--- config.mk ---
export PLATFORM = sky130hd
export DESIGN_NAME = digit_entry
export DESIGN_NICKNAME = d
export VERILOG_FILES = /design/src/rtl/digit_entry.sv
export SDC_FILE = /design/constraint.sdc
export NUM_CORES = 1
export LEC_CHECK = 0
export CORE_MARGIN = 3
export CORE_UTILIZATION = 45
export CTS_CLUSTER_SIZE = 16
export DETAILED_ROUTE_END_ITERATION = 8
export GPL_TIMING_DRIVEN = 1
export PLACE_DENSITY_LB_ADDON = 0.12
export SLEW_MARGIN = 0
export SYNTH_ARGS = -nofsm -noshare
export SYNTH_HDL_FRONTEND = slang
export SYNTH_SLANG_ARGS = --single-unit
export TNS_END_PERCENT = 50
--- constraint.sdc ---
create_clock -name clk -period 4.9 [get_ports clk]
set_input_delay 1.225 -clock clk [delete_from_list [all_inputs] [get_ports clk]]
set_output_delay 1.225 -clock clk [all_outputs]
set_load 0.02 [all_outputs]
--- src/rtl/digit_entry.sv ---
// digit_entry: player-side code entry for the memorization game.
// Collects four digits (0..DIGIT_MAX, one nibble each) from the switch bank.
// A digit is taken on each debounced press of btn_enter. The first digit
// lands in userInt[15:12].
// Optional feature macro: ENTRY_TIMEOUT_EN. When defined, an idle ENTRY
// session times out back to IDLE and pulses timeout. When undefined,
// timeout is constant 0 and ENTRY waits indefinitely.
//
// Handshake: start and clear are single-cycle request pulses with no ready
// side. They are honoured on the clock edge where they are high.
// entry_done, digit_err and timeout are single-cycle, registered status
// pulses with no back-pressure.
module digit_entry #(
  parameter int unsigned DEBOUNCE_CYCLES = 250000,
  parameter int unsigned DIGIT_MAX       = 8,
  parameter int unsigned TIMEOUT_CYCLES  = 500000000
) (
  input  logic        clk,
  input  logic        rst,
  input  logic        start,
  input  logic        clear,
  input  logic [3:0]  sw,
  input  logic        btn_enter,
  output logic [15:0] userInt,
  output logic [2:0]  digit_cnt,
  output logic        busy,
  output logic        entry_done,
  output logic        digit_err,
  output logic        timeout,
  output logic [1:0]  fsm_state
);

  localparam int unsigned DW = (DEBOUNCE_CYCLES > 1) ? $clog2(DEBOUNCE_CYCLES) : 1;

  typedef enum logic [1:0] {
    IDLE  = 2'd0,
    ENTRY = 2'd1,
    DONE  = 2'd2
  } state_t;

  state_t        state;
  logic          sync1;
  logic          sync2;
  logic          stable;
  logic          stable_d;
  logic [DW-1:0] db_cnt;
  logic          press;

  assign fsm_state = state;

  // Two-flop synchroniser for the raw, asynchronous push-button.
  always_ff @(posedge clk or negedge rst) begin
    if (!rst) begin
      sync1 <= 1'b0;
      sync2 <= 1'b0;
    end else begin
      sync1 <= btn_enter;
      sync2 <= sync1;
    end
  end

  // Debounce: accept a new level only after it has differed from the
  // stable level for DEBOUNCE_CYCLES consecutive cycles.
  always_ff @(posedge clk or negedge rst) begin
    if (!rst) begin
      stable <= 1'b0;
      db_cnt <= '0;
    end else if (sync2 != stable) begin
      if (db_cnt == DW'(DEBOUNCE_CYCLES - 1)) begin
        stable <= sync2;
        db_cnt <= '0;
      end else begin
        db_cnt <= db_cnt + 1'b1;
      end
    end else begin
      db_cnt <= '0;
    end
  end

  // Registered press pulse, one cycle after the stable level rises.
  // Releases give nothing, so a held button yields a single digit.
  always_ff @(posedge clk or negedge rst) begin
    if (!rst) begin
      stable_d <= 1'b0;
      press    <= 1'b0;
    end else begin
      stable_d <= stable;
      press    <= stable & ~stable_d;
    end
  end

`ifdef ENTRY_TIMEOUT_EN
  localparam int unsigned TW = (TIMEOUT_CYCLES > 1) ? $clog2(TIMEOUT_CYCLES) : 1;
  logic [TW-1:0] to_cnt;

  // Entry FSM with the idle-entry timeout. Start always wins over a timeout.
  always_ff @(posedge clk or negedge rst) begin
    if (!rst) begin
      state      <= IDLE;
      userInt    <= '0;
      digit_cnt  <= '0;
      busy       <= 1'b0;
      entry_done <= 1'b0;
      digit_err  <= 1'b0;
      timeout    <= 1'b0;
      to_cnt     <= '0;
    end else begin
      entry_done <= 1'b0;
      digit_err  <= 1'b0;
      timeout    <= 1'b0;
      case (state)
        IDLE: begin
          if (start) begin
            state     <= ENTRY;
            busy      <= 1'b1;
            userInt   <= '0;
            digit_cnt <= '0;
            to_cnt    <= '0;
          end
        end
        ENTRY: begin
          if (start || clear) begin
            userInt   <= '0;
            digit_cnt <= '0;
            to_cnt    <= '0;
          end else if (press) begin
            to_cnt <= '0;
            if (sw <= 4'(DIGIT_MAX)) begin
              userInt   <= {userInt[11:0], sw};
              digit_cnt <= digit_cnt + 3'd1;
              if (digit_cnt == 3'd3) begin
                state      <= DONE;
                busy       <= 1'b0;
                entry_done <= 1'b1;
              end
            end else begin
              digit_err <= 1'b1;
            end
          end else if (to_cnt == TW'(TIMEOUT_CYCLES - 1)) begin
            state     <= IDLE;
            busy      <= 1'b0;
            userInt   <= '0;
            digit_cnt <= '0;
            timeout   <= 1'b1;
            to_cnt    <= '0;
          end else begin
            to_cnt <= to_cnt + 1'b1;
          end
        end
        DONE: begin
          if (start) begin
            state     <= ENTRY;
            busy      <= 1'b1;
            userInt   <= '0;
            digit_cnt <= '0;
            to_cnt    <= '0;
          end
        end
        default: begin
          state <= IDLE;
          busy  <= 1'b0;
        end
      endcase
    end
  end
`else
  assign timeout = 1'b0;

  // Entry FSM: arm on start, shift in digits on valid presses, finish on
  // the fourth digit.
  always_ff @(posedge clk or negedge rst) begin
    if (!rst) begin
      state      <= IDLE;
      userInt    <= '0;
      digit_cnt  <= '0;
      busy       <= 1'b0;
      entry_done <= 1'b0;
      digit_err  <= 1'b0;
    end else begin
      entry_done <= 1'b0;
      digit_err  <= 1'b0;
      case (state)
        IDLE: begin
          if (start) begin
            state     <= ENTRY;
            busy      <= 1'b1;
            userInt   <= '0;
            digit_cnt <= '0;
          end
        end
        ENTRY: begin
          if (start || clear) begin
            userInt   <= '0;
            digit_cnt <= '0;
          end else if (press) begin
            if (sw <= 4'(DIGIT_MAX)) begin
              userInt   <= {userInt[11:0], sw};
              digit_cnt <= digit_cnt + 3'd1;
              if (digit_cnt == 3'd3) begin
                state      <= DONE;
                busy       <= 1'b0;
                entry_done <= 1'b1;
              end
            end else begin
              digit_err <= 1'b1;
            end
          end
        end
        DONE: begin
          if (start) begin
            state     <= ENTRY;
            busy      <= 1'b1;
            userInt   <= '0;
            digit_cnt <= '0;
          end
        end
        default: begin
          state <= IDLE;
          busy  <= 1'b0;
        end
      endcase
    end
  end
`endif

endmodule

After elaboration in Yosys (flattened, before gate mapping)
Index checks and enable logic that the tools add are counted.

Register bits: 47. Output and inout bits: 25. Word-level logic and storage cells: 69.

Reduce and logical (&&, ||, !) cells: 7. Multiplexer cells: 33. Equal/unequal tests: 12. Add/sub/neg operators: 2. Bitwise logic cells: 2. Order comparisons: 1.

Operators with widths (number): 2-to-1 mux 16 bit (4); 2-to-1 mux 18 bit (2); case mux 16 bit (2 select lines) (1); adder 18 x 1 -> 18 bit (second input constant) (1); == test 18 bit (second input constant) (1); 2-to-1 mux 1 bit (14); 2-to-1 mux 3 bit (4); 2-to-1 mux 2 bit (5); != test 2 bit (second input constant) (4); != test 3 bit (second input constant) (2); case mux 3 bit (2 select lines) (1); AND reduction 5 bit (1); less-or-equal comparator 4 bit (second input constant) (1); case mux 2 bit (2 select lines) (1); AND reduction 4 bit (1); adder 3 x 1 -> 3 bit (second input constant) (1); == test 3 x 2 -> 1 bit (second input constant) (1); == test 2 x 1 -> 1 bit (second input constant) (1); == test 2 bit (second input constant) (1); zero test 2 bit (1); != test 2 x 1 -> 1 bit (second input constant) (1); case mux 1 bit (2 select lines) (1); AND reduction 2 bit (1); nonzero test 2 bit (1); other kinds (5) (5).

Logic depth before layout (Yosys ltp)
Depth in word-level cells: 6. Mapped depth: 5. Gate-level depth less buffers: 5.

Worst setup path after synthesis
Ideal clock, no wire load.

Kind: input-to-reg. Start: input port sw[2]. End: register userInt[10]. Library setup time: 121 ps. Data arrival time: 2353 ps. Stages: 5. Data required time: 4779 ps. Setup slack: 2426 ps. Path through: o31ai_2 -> a211o_1 -> o211ai_1 -> clkbuf_1 -> a22o_1.

Word-level cells in the longest chain between the ends: 3.

RTL lines: start, declared (line 22) `input logic [3:0] sw,`; less-or-equal comparator 4 bit (line 196) `if (sw <= 4'(DIGIT_MAX)) begin`; != test 3 bit (no source line); AND reduction 4 bit (no source line); end signal, assigned (line 197) `userInt <= {userInt[11:0], sw};`; end, declared (line 24) `output logic [15:0] userInt,`.

No other way between the ends. A chain may end at the register's enable or synchronous reset.

Worst setup path after layout
Start: input port sw[2]. End: register digit_cnt[0].

Word-level cells in the longest chain between the ends: 3.

RTL lines: less-or-equal comparator 4 bit (line 196); != test 3 bit (no source line); AND reduction 4 bit (no source line); end signal, assigned (line 198) `digit_cnt <= digit_cnt + 3'd1;`; end, declared (line 25) `output logic [2:0] digit_cnt,`.

No other way between the ends.

==> flow_summary.toml <==
[status]
status = "finished, final reports clean"

[yosys]
yosys-top-cells-area = "dfrtp_1 (58%), a22o_1 (7.8%), xnor2_1 (6.0%), nor2_1 (4.6%), nor4_1 (2.2%)"
synthesis.area_um2 = 2030
ys_ff_latch = 47
synth.most_common_cell = "dfrtp_1"
syn_area_per_cell_um2 = 11.7
ys_warn_count = 0
synthTopCellsByCount = "dfrtp_1 (47), nor2_1 (25), a22o_1 (18)"
synthSimpleGateAreaFrac_pct = 17.3
synth.mux.area_fraction_pct = 1.11
yosysSeqAreaShare_pct = 57.9
synth_adder_area_share_pct = 1.85
synth_edf_count = 0
synth_top_family_by_area = "simple AND/OR/NAND/NOR gates"
synth_cell_types = 35
synthArstFlopShare_pct = 100
synth_compound_area_share_pct = 12.0
synth.largest_area_cell = "dfrtp_1"
synthFlopType = "dfrtp_1"
syn_nets = 185
yosys.area_share.xor_xnor_pct = 6.90
syn_inst = 173
yosysTopAreaCellShare_pct = 57.9

[final_layout]
layoutNonFillerInstCount = 259
seq_area_um2 = 1180
nFillCells = 328
drive_gt1_share_pct = 10.0
multiInputGateArea_um2 = 797
area_growth_pct = 23.4
diodes = 0
nets = 220

[critical_path]
crit_chain = "clkdlybuf4s50_1 > o31ai_2 > nand2_1 > nor4_4 > mux2_2"
r2r_start = "db_cnt[0]"
critPathLaunchType = "input port"
cp_max_fo = 19
cp_num_buf_inv = 1
crit_slowest_cell = "nor4_4"
cp.arrival_ns = 3.19
critPathTopFamily = "simple AND/OR/NAND/NOR gates"
path_class = "input port to register"
required_ns = 5.13
endpoint_kind = "register"
critPathMaxStageDelay_ns = 0.69
cp-startpoint = "sw[2]"

[floorplan]
io_pins = 34
die_x_um = 73.2
die_h_um = 73.2
initial_core_util_pct = 48.7
rows = 23
die_area_um2 = 5350
core-area_um2 = 4170

[placement]
placed_cells = 251
dp_slack_ns = 1.62
portBuffers = 32
gp_routability_congestion = 0.792
hpwl_um = 2700

[power_and_ir_drop]
power_density_nw_per_um2 = 286
p_leak_nw = 1.08
p_seq_share_pct = 55.2
intPower_mw = 0.558
power_frac_comb_pct = 4.9
p_sw_share_pct = 22.1
peakVddDrop_v = 0.000170
p_clk_share_pct = 40.0
p_sw_mw = 0.159

[route]
routed_wl_um = 3830
via_per_inst = 5.45
wl_met3_um = 139
drt_iter0_markers = 129
met1Wirelength_um = 1770
ant_nets = 0
wire_per_inst_um = 14.8
firstDrtPassIters = 4
vias = 1412
highest_layer = "met4"
wl_met2_um = 1900
drc = 0

[global_route]
overflow = 0
grt_pass1_vias = 1484
grt_max_degree = 48
grt_pass1_wl_um = 6680
antenna_found_initial = 0
grtUsageTotal_pct = 15.8

[worst_hold_path]
hold_path_class = "register to register"
hold_start = "sync1"

[clock_network]
numClockSinks = 47
clk_pin_slew_worst_paths_ns = 0.09
clockRootBuffer = "clkbuf_8"
cts_buffers = 5
postCtsSetupBuffers = 0
cts_hold_buf = 0
cts_tree = "yes"
cts_max_path_buffers = 2
clkLatencyLatePin_ns = 0.29
ctsHtreeMaxLevel = 2
cts_resized = 0

[timing]
timing.final.crit_share_pct = 60.3
tns_ns = 0
finClkSkew_ns = 0.00583
setup_slack_ns = 1.95
period_needed_ns = 2.95
hold_viol = 0
rsz0062_at_grt = "no"
maxSlewHeadroom_pct = 33.7
fmax_mhz = 338
tightest_slew_ns = 0.994
slew_viol_final = 0
setup_violations = 0

[flow_run]
maxCapViolations = 0
[metrics by stage]
| step | hold WS, ns | total power [mW] | cell area, um^2 | util, % |
|---|---|---|---|---|
| after global placement | 0.332 | 0.438 | 2390 | 57.2 |
| final | 0.362 | 0.717 | 2500 | 60.0 |
| after detailed placement | 0.344 | 0.439 | 2390 | 57.2 |
| after global routing | 0.372 | 0.746 | 2500 | 60.0 |
| after floorplan | 0.331 | 0.419 | 2030 | - |
| after CTS | 0.364 | 0.732 | 2500 | 60.0 |
[path summary, 6_finish.rpt]
kind	end	slack (ns)	cells after the start
max in group asynchronous	db_cnt[7]	3.20	1
min in group asynchronous	entry_done	1.09	1
max reg2reg	db_cnt[16]	2.85	4
min reg2reg	sync2	0.36	0
max	digit_cnt[0]	1.95	5
min	sync2	0.36	0
[worst register-to-register path, stage by stage (launching register included)]
cell and delay, ns:
dfrtp_1 0.41, ha_1 0.23, nand4_1 0.35, o31ai_4 0.79
nor2_1 0.12
[cell families (layout without fill, tap and decap cells)]
group                    count (synthesis)  count (layout)
AO/OA/AOI/OAI                           27              27
XOR/XNOR                                16              16
adder cells (fa/ha/maj)                  3               3
buffers and inverters                   13              49
flip-flops                              47              47
multiplexers                             2               2
other                                    1               1
AND/OR/NAND/NOR                         64              64
[cells in the final DEF, fill, tap and decap left out, types with 3 or more instances in the layout]
master           instances
dfrtp_1                 47
nor4_1                   7
nand3_1                  6
nor2_1                  25
ha_1                     3
nand4_1                  5
inv_1                    8
a22o_1                  18
clkbuf_8                 5
clkdlybuf4s50_1         31
nand2_1                  6
xnor2_1                 14
nor3_1                   3
[area by class of cell]
class                      count  share of cell area [%]
clock buffer                   5                    2.75
inverter                       8                    1.20
clock inverter                 3                    1.90
tap                           50                    2.50
timing repair buffer          33                    12.9
multi-input combinational    113                    31.8
sequential                    47                    47.0
[power by group through the flow]
stage	clock network, mW	registers [mW]	logic (mW)
final	0.286	0.395	0.0349
after detailed placement	0	0.403	0.0360
after global placement	0	0.403	0.0348
after CTS	0.300	0.395	0.0361
after global routing	0.310	0.396	0.0398
after floorplan	0	0.403	0.0157
[routing by layer]
layer,vias up,GRT usage (%)
met2,19,27.2
met5,-,0
met3,2,3.03
li1,681,-
met4,0,5.53
met1,710,19.8
[registers in the layout (all words and copies together) (netlist names), 2 cells and up]
name and count:
fsm_state 2, digit_cnt 3, userInt 16, db_cnt 18
Note: power is estimated with default switching activity, not from simulation.
==> variant 1 (config.mk and constraints unchanged) <==
Build with the macro `ENTRY_TIMEOUT_EN` defined.
--- a/src/rtl/digit_entry.sv
+++ b/src/rtl/digit_entry.sv
@@ -12,2 +12,4 @@
 // pulses with no back-pressure.
+`define ENTRY_TIMEOUT_EN
+
 module digit_entry #(
Function: same outputs for any inputs over 10 cycles, from zero or initial values and one cycle with rst low; that may be too few to reach the edited logic, so the function may still have changed.
==> variant 1 against the original RTL <==
  * Utilization decreased by 5.4 points
  * Total power increased by 69%
  * Count of clock-buffer cells in the layout increased by 4
  * Clock power increased by 80%
  * Setup slack got worse by 0.23 ns
  * Wire length increased by 130%
  * Register-to-register slack got worse by 0.83 ns
  * Design area increased by 84%
  * Synthesized area increased by 96%
  * Combinational power increased by 48%
  * Sequential cell count increased by 30
==> variant 1: results (changes against the original RTL) <==
cpPeakStageDelay_ns: 0.52  # was 0.69 ns
syn_nets: 433  # was 185
slew-limit-headroom_pct: 24.6  # was 33.7%
dp_slack_ns: 1.34  # was 1.62 ns
skew_ns: 0.0125  # was 0.00583 ns
synth_area_leaders: "dfrtp_1 (48%), nand2_1 (4.6%), nand3_1 (4.3%)"  # was dfrtp_1 (58%), a22o_1 (7.8%), xnor2_1 (6.0%)
grt_pass1_wl_um: 15500  # was 6680 µm
hold_path.startpoint: "sync1$_DFF_PN0_"  # unchanged
grt_use_total_pct: 19.1  # was 15.8%
reg2reg_from: "to_cnt[0]$_DFFE_PN0P_"  # was db_cnt[0]$_DFF_PN0_
yosysSeqAreaShare_pct: 48.3  # was 57.9%
crit_family: "buffers and inverters"  # was simple AND/OR/NAND/NOR gates
crit_start: "start"  # was sw[2]
n_antenna_cell: 0  # unchanged
place_area_um2: 4390  # was 2390 µm²
postCtsSetupBuffers: 0  # unchanged
dp_cells: 544  # was 251
reg2reg_slack_ns: 2.02  # was 2.85 ns
cts_root_buffer: "clkbuf_8"  # unchanged
avgRoutedWirePerCell_um: 15.6  # was 14.8 µm
nets: 463  # was 220
critPathArrivalTime_ns: 3.43  # was 3.19 ns
grt_pass1_vias: 3263  # was 1484
critPathMaxFanout: 32  # was 19
layout-drive-gt1-share_pct: 9.01  # was 10.0%
grt_max_degree: 78  # was 48
postCtsResizedCells: 0  # unchanged
cts_max_path_buffers: 2  # unchanged
clk_pin_slew_ns: 0.09  # about the same
synthAdderAreaFrac_pct: 1.26  # was 1.85%
antenna_found_initial: 0  # unchanged
synth-xor-area-share_pct: 3.51  # was 6.90%
status: "completed"  # unchanged
numPortBuffers: 33  # was 32
fmax_mhz: 314  # was 338 MHz
netlist_top_cells_count: "dfrtp_1 (77), nand2_1 (49), nor2_1 (41)"  # was dfrtp_1 (47), nor2_1 (25), a22o_1 (18)
yosysWarnings: 0  # unchanged
ir_worst_vdd_mv: 0.151  # was 0.170 mV
vias_per_cell: 5.89  # was 5.45
gp_congestion: 0.809  # was 0.792
leakage_uw: 0.00189  # was 0.00108 µW
hpwlAfterDp_um: 5840  # was 2700 µm
cts_made_buffers: 9  # was 5
hp-class: "reg2reg"  # unchanged
htreeDepth: 3  # was 2
drt-initial-drc-count: 190  # was 129
synth_cell_type_count: 58  # was 35
layoutNonFillerInstCount: 560  # was 259
worst_path_max_delay_cell: "nor3b_1"  # was nor4_4
hold_depth: 0  # unchanged
p_switching_uw: 306  # was 159 µW
synth_compound_area_share_pct: 9.98  # was 12.0%
reg_top3: "to_cnt (29), db_cnt (18), userInt (16)"  # was db_cnt (18), userInt (16), digit_cnt (3)
synth.avg_cell_area_um2: 9.49  # was 11.7 µm²
r2r_cells: 7  # was 4
clock_latency_ns: 0.36  # was 0.29 ns
synth_mux_area_share_pct: 5.68  # was 1.11%
## variant 1: cell types whose count changed after synthesis, moves of 10 or more
cell      before  now
inv_1          8   24
nand4_1        5   23
mux2i_1        0   11
nand3_1        6   34
nor2_1        25   41
clkbuf_1       2   12
dfrtp_1       47   77
nand2_1        6   49
a22o_1        18    0
## variant 1: final cells by class
| type | instances | area [µm²] |
|---|---|---|
| clock buffers | 9 | 124 |
| flip-flops and latches | 77 | 1930 |
| fillers | 776 | 3820 |
| repair buffers | 38 | 365 |
| inverters | 24 | 90.1 |
| clock inverters | 7 | 87.6 |
| well taps | 105 | 131 |
| multi-input cells | 300 | 1880 |
## variant 1: worst paths after layout
kind,to
setup reg to reg,userInt[12]$_DFFE_PN0P_
min in group asynchronous,to_cnt[19]$_DFFE_PN0P_
setup / recovery,userInt[13]$_DFFE_PN0P_
hold reg to reg,sync2$_DFF_PN0_
max in group asynchronous,to_cnt[23]$_DFFE_PN0P_
hold / removal,sync2$_DFF_PN0_
## variant 1: metal layers
| metal | GRT usage (%) | part of all wire, % |
|---|---|---|
| met5 | 0 | 0 |
| met4 | 7.46 | 2.3 |
| met3 | 4.93 | 4.3 |
| met2 | 30.4 | 47 |
| met1 | 25.0 | 46 |
## variant 1: through the flow
stage	total power [µW]	utilization, %	hold slack [ns]
after floorplan	683	-	0.331
after global placement	710	52.2	0.335
after detailed placement	710	52.2	0.345
after CTS	1230	54.7	0.368
after global routing	1260	54.7	0.381
final	1210	54.7	0.364
## variant 1: power groups by stage
stage                     Combinational [µW]  Sequential [µW]  Clock, µW
after floorplan                         27.2              656          0
after global placement                  52.4              657          0
after detailed placement                52.9              658          0
after CTS                               52.8              645        530
after global routing                    58.9              646        556
final                                   51.6              645        516
==> variant 2 (config.mk and constraints unchanged) <==
Made on the original files. Register the output `fsm_state` once more, cleared by the reset; this adds one clock of latency there. The other outputs are not delayed to match.
--- a/src/rtl/digit_entry.sv
+++ b/src/rtl/digit_entry.sv
@@ -48,3 +48,9 @@
 
-  assign fsm_state = state;
+  always_ff @(posedge clk or negedge rst) begin
+    if (!rst) begin
+      fsm_state <= '0;
+    end else begin
+      fsm_state <= state;
+    end
+  end
 
Behaviour: not the same (a bounded check fails within 4 cycles, from zero or initial values and one cycle with rst low).
==> variant 2 against the original RTL <==
  * Sequential power up 4%
  * Sequential share of layout area rose by 2.0 points
  * Sequential cell count increased by 2
  * Design area unchanged
  * First-iteration DRC count decreased by 25%
  * Total power grew 0.65%
  * Wire length increased by 2.2%
  * Synthesized area rose by 0.92%
  * Non-clock buffer count shrank 1
  * Setup slack got worse by 0.14 ns
==> variant 2: results (changes against the original RTL) <==
status: "completed"  # unchanged
netlist_top_cells_count: "dfrtp_1 (49), nor2_1 (25), a22o_1 (18)"  # was dfrtp_1 (47), nor2_1 (25), a22o_1 (18)
yosysSeqAreaShare_pct: 59.8  # was 57.9%
fmax_mhz: 323  # was 338 MHz
avgRoutedWirePerCell_um: 15.1  # was 14.8 µm
leakage_uw: 0.00110  # was 0.00108 µW
worst_path_max_delay_cell: "o31ai_2"  # was nor4_4
switching_share_pct: 20.9  # was 22.1%
critPathArrivalTime_ns: 3.34  # was 3.19 ns
hpwlAfterDp_um: 2720  # was 2700 µm
numPortBuffers: 32  # unchanged
htreeDepth: 2  # unchanged
routed_wl_um: 3910  # was 3830 µm
dp_slack_ns: 1.51  # was 1.62 ns
vias_per_cell: 5.64  # was 5.45
grt_pass1_wl_um: 6350  # was 6680 µm
dr.pass1.iters: 4  # unchanged
dp_cells: 251  # unchanged
nets: 220  # unchanged
hp-class: "reg2reg"  # unchanged
antenna_found_initial: 0  # unchanged
crit_start: "sw[2]"  # unchanged
postCtsSetupBuffers: 0  # unchanged
reg2reg_from: "db_cnt[10]$_DFF_PN0_"  # was db_cnt[0]$_DFF_PN0_
grt_use_total_pct: 15.2  # was 15.8%
netlist_instances: 174  # was 173
crit_family: "compound AO/OA/AOI/OAI gates"  # was simple AND/OR/NAND/NOR gates
critPathMaxFanout: 19  # unchanged
n_antenna_cell: 0  # unchanged
cts_made_buffers: 5  # unchanged
grt_max_degree: 50  # was 48
layout-drive-gt1-share_pct: 6.70  # was 10.0%
cpPeakStageDelay_ns: 0.97  # was 0.69 ns
drt-initial-drc-count: 97  # was 129
ys_async_sr_fraction_pct: 100  # unchanged
syn_nets: 186  # was 185
cts_root_buffer: "clkbuf_8"  # unchanged
clock_latency_ns: 0.30
slew-limit-headroom_pct: 17.7  # was 33.7%
cts_max_path_buffers: 2  # unchanged
endpoint: "digit_cnt[0]$_DFFE_PN0P_"  # unchanged
yosysWarnings: 0  # unchanged
synth_cell_type_count: 31  # was 35
skew_ns: 0.0128  # was 0.00583 ns
reg2reg_to: "db_cnt[14]$_DFF_PN0_"  # was db_cnt[16]$_DFF_PN0_
postCtsResizedCells: 0  # unchanged
reg2reg_slack_ns: 2.66  # was 2.85 ns
ir_worst_vdd_mv: 0.210  # was 0.170 mV
clk_pin_slew_ns: 0.09  # about the same
gp_congestion: 0.824  # was 0.792
r2r_cells: 4  # unchanged
grt_pass1_vias: 1432  # was 1484
reg_top3: "db_cnt (18), userInt (16), digit_cnt (3)"  # unchanged
synth_area_leaders: "dfrtp_1 (60%), a22o_1 (7.7%), xnor2_1 (6.0%)"  # was dfrtp_1 (58%), a22o_1 (7.8%), xnor2_1 (6.0%)
[variant 2: kinds of logic after synthesis]
| logic type | count (synthesis) | share of synthesized area (%) |
|---|---|---|
| buf+inv | 13 | 3.11 |
| mux | 2 | 1.10 |
| flops | 49 | 59.8 |
| fa+ha+maj | 3 | 1.83 |
| other cells | 1 | 0.183 |
| simple gates | 63 | 15.4 |
| compound gates | 27 | 11.7 |
| xor+xnor | 16 | 6.84 |
[variant 2: layout make-up]
| type | instances | area (µm²) |
|---|---|---|
| clock inverter | 2 | 38.8 |
| clock buffer | 6 | 72.6 |
| inverter | 8 | 30.0 |
| fill | 335 | 1700 |
| multi-input combinational | 112 | 759 |
| tap | 50 | 62.6 |
| timing repair buffer | 32 | 315 |
| sequential | 49 | 1230 |
[variant 2: worst min-delay path by stage]
stage	startpoint	end	slack, ns	cells past startpoint
final	sync1$_DFF_PN0_	sync2$_DFF_PN0_	0.38	0
after global routing	sync1$_DFF_PN0_	sync2$_DFF_PN0_	0.39	0
after CTS	sync1$_DFF_PN0_	sync2$_DFF_PN0_	0.39	0
after detailed placement	sync1$_DFF_PN0_	sync2$_DFF_PN0_	0.37	0
after global placement	sync1$_DFF_PN0_	sync2$_DFF_PN0_	0.33	0
after floorplan	sync1$_DFF_PN0_	sync2$_DFF_PN0_	0.33	0
[variant 2: worst reg2reg max path, stage by stage, from the launching register on]
cell,delay [ns]
dfrtp_1,0.45
nor4_1,0.31
nand4_1,0.24
o41ai_4,0.94
nor2_1,0.13
[variant 2: metrics by stage]
stage / hold slack (ns) / area [µm²] / power, µW / utilization (%)
floorplan: 0.331 / 2050 / 430 / -
global placement: 0.335 / 2390 / 446 / 57.0
detailed placement: 0.366 / 2390 / 448 / 57.0
CTS: 0.385 / 2500 / 730 / 59.6
global route: 0.390 / 2500 / 746 / 59.6
finish: 0.377 / 2500 / 721 / 59.6
[variant 2: power by group through the flow]
| stage | registers, µW | clock network, µW | logic [µW] |
|---|---|---|---|
| 2_1_floorplan | 418 | 0 | 12.0 |
| 3_3_place_gp | 418 | 0 | 27.9 |
| 3_5_place_dp | 418 | 0 | 29.7 |
| 4_1_cts | 410 | 290 | 29.9 |
| 5_1_grt | 411 | 303 | 32.5 |
| 6_report | 410 | 283 | 28.8 |
[variant 2: per-layer routing]
layer / vias up / GRT usage [%] / share of wire, %
li1: 683 / - / -
met1: 741 / 18.2 / 43
met2: 31 / 26.3 / 50
met3: 6 / 3.56 / 5.2
met5: - / 0 / 0
met4: 0 / 6.04 / 1.4
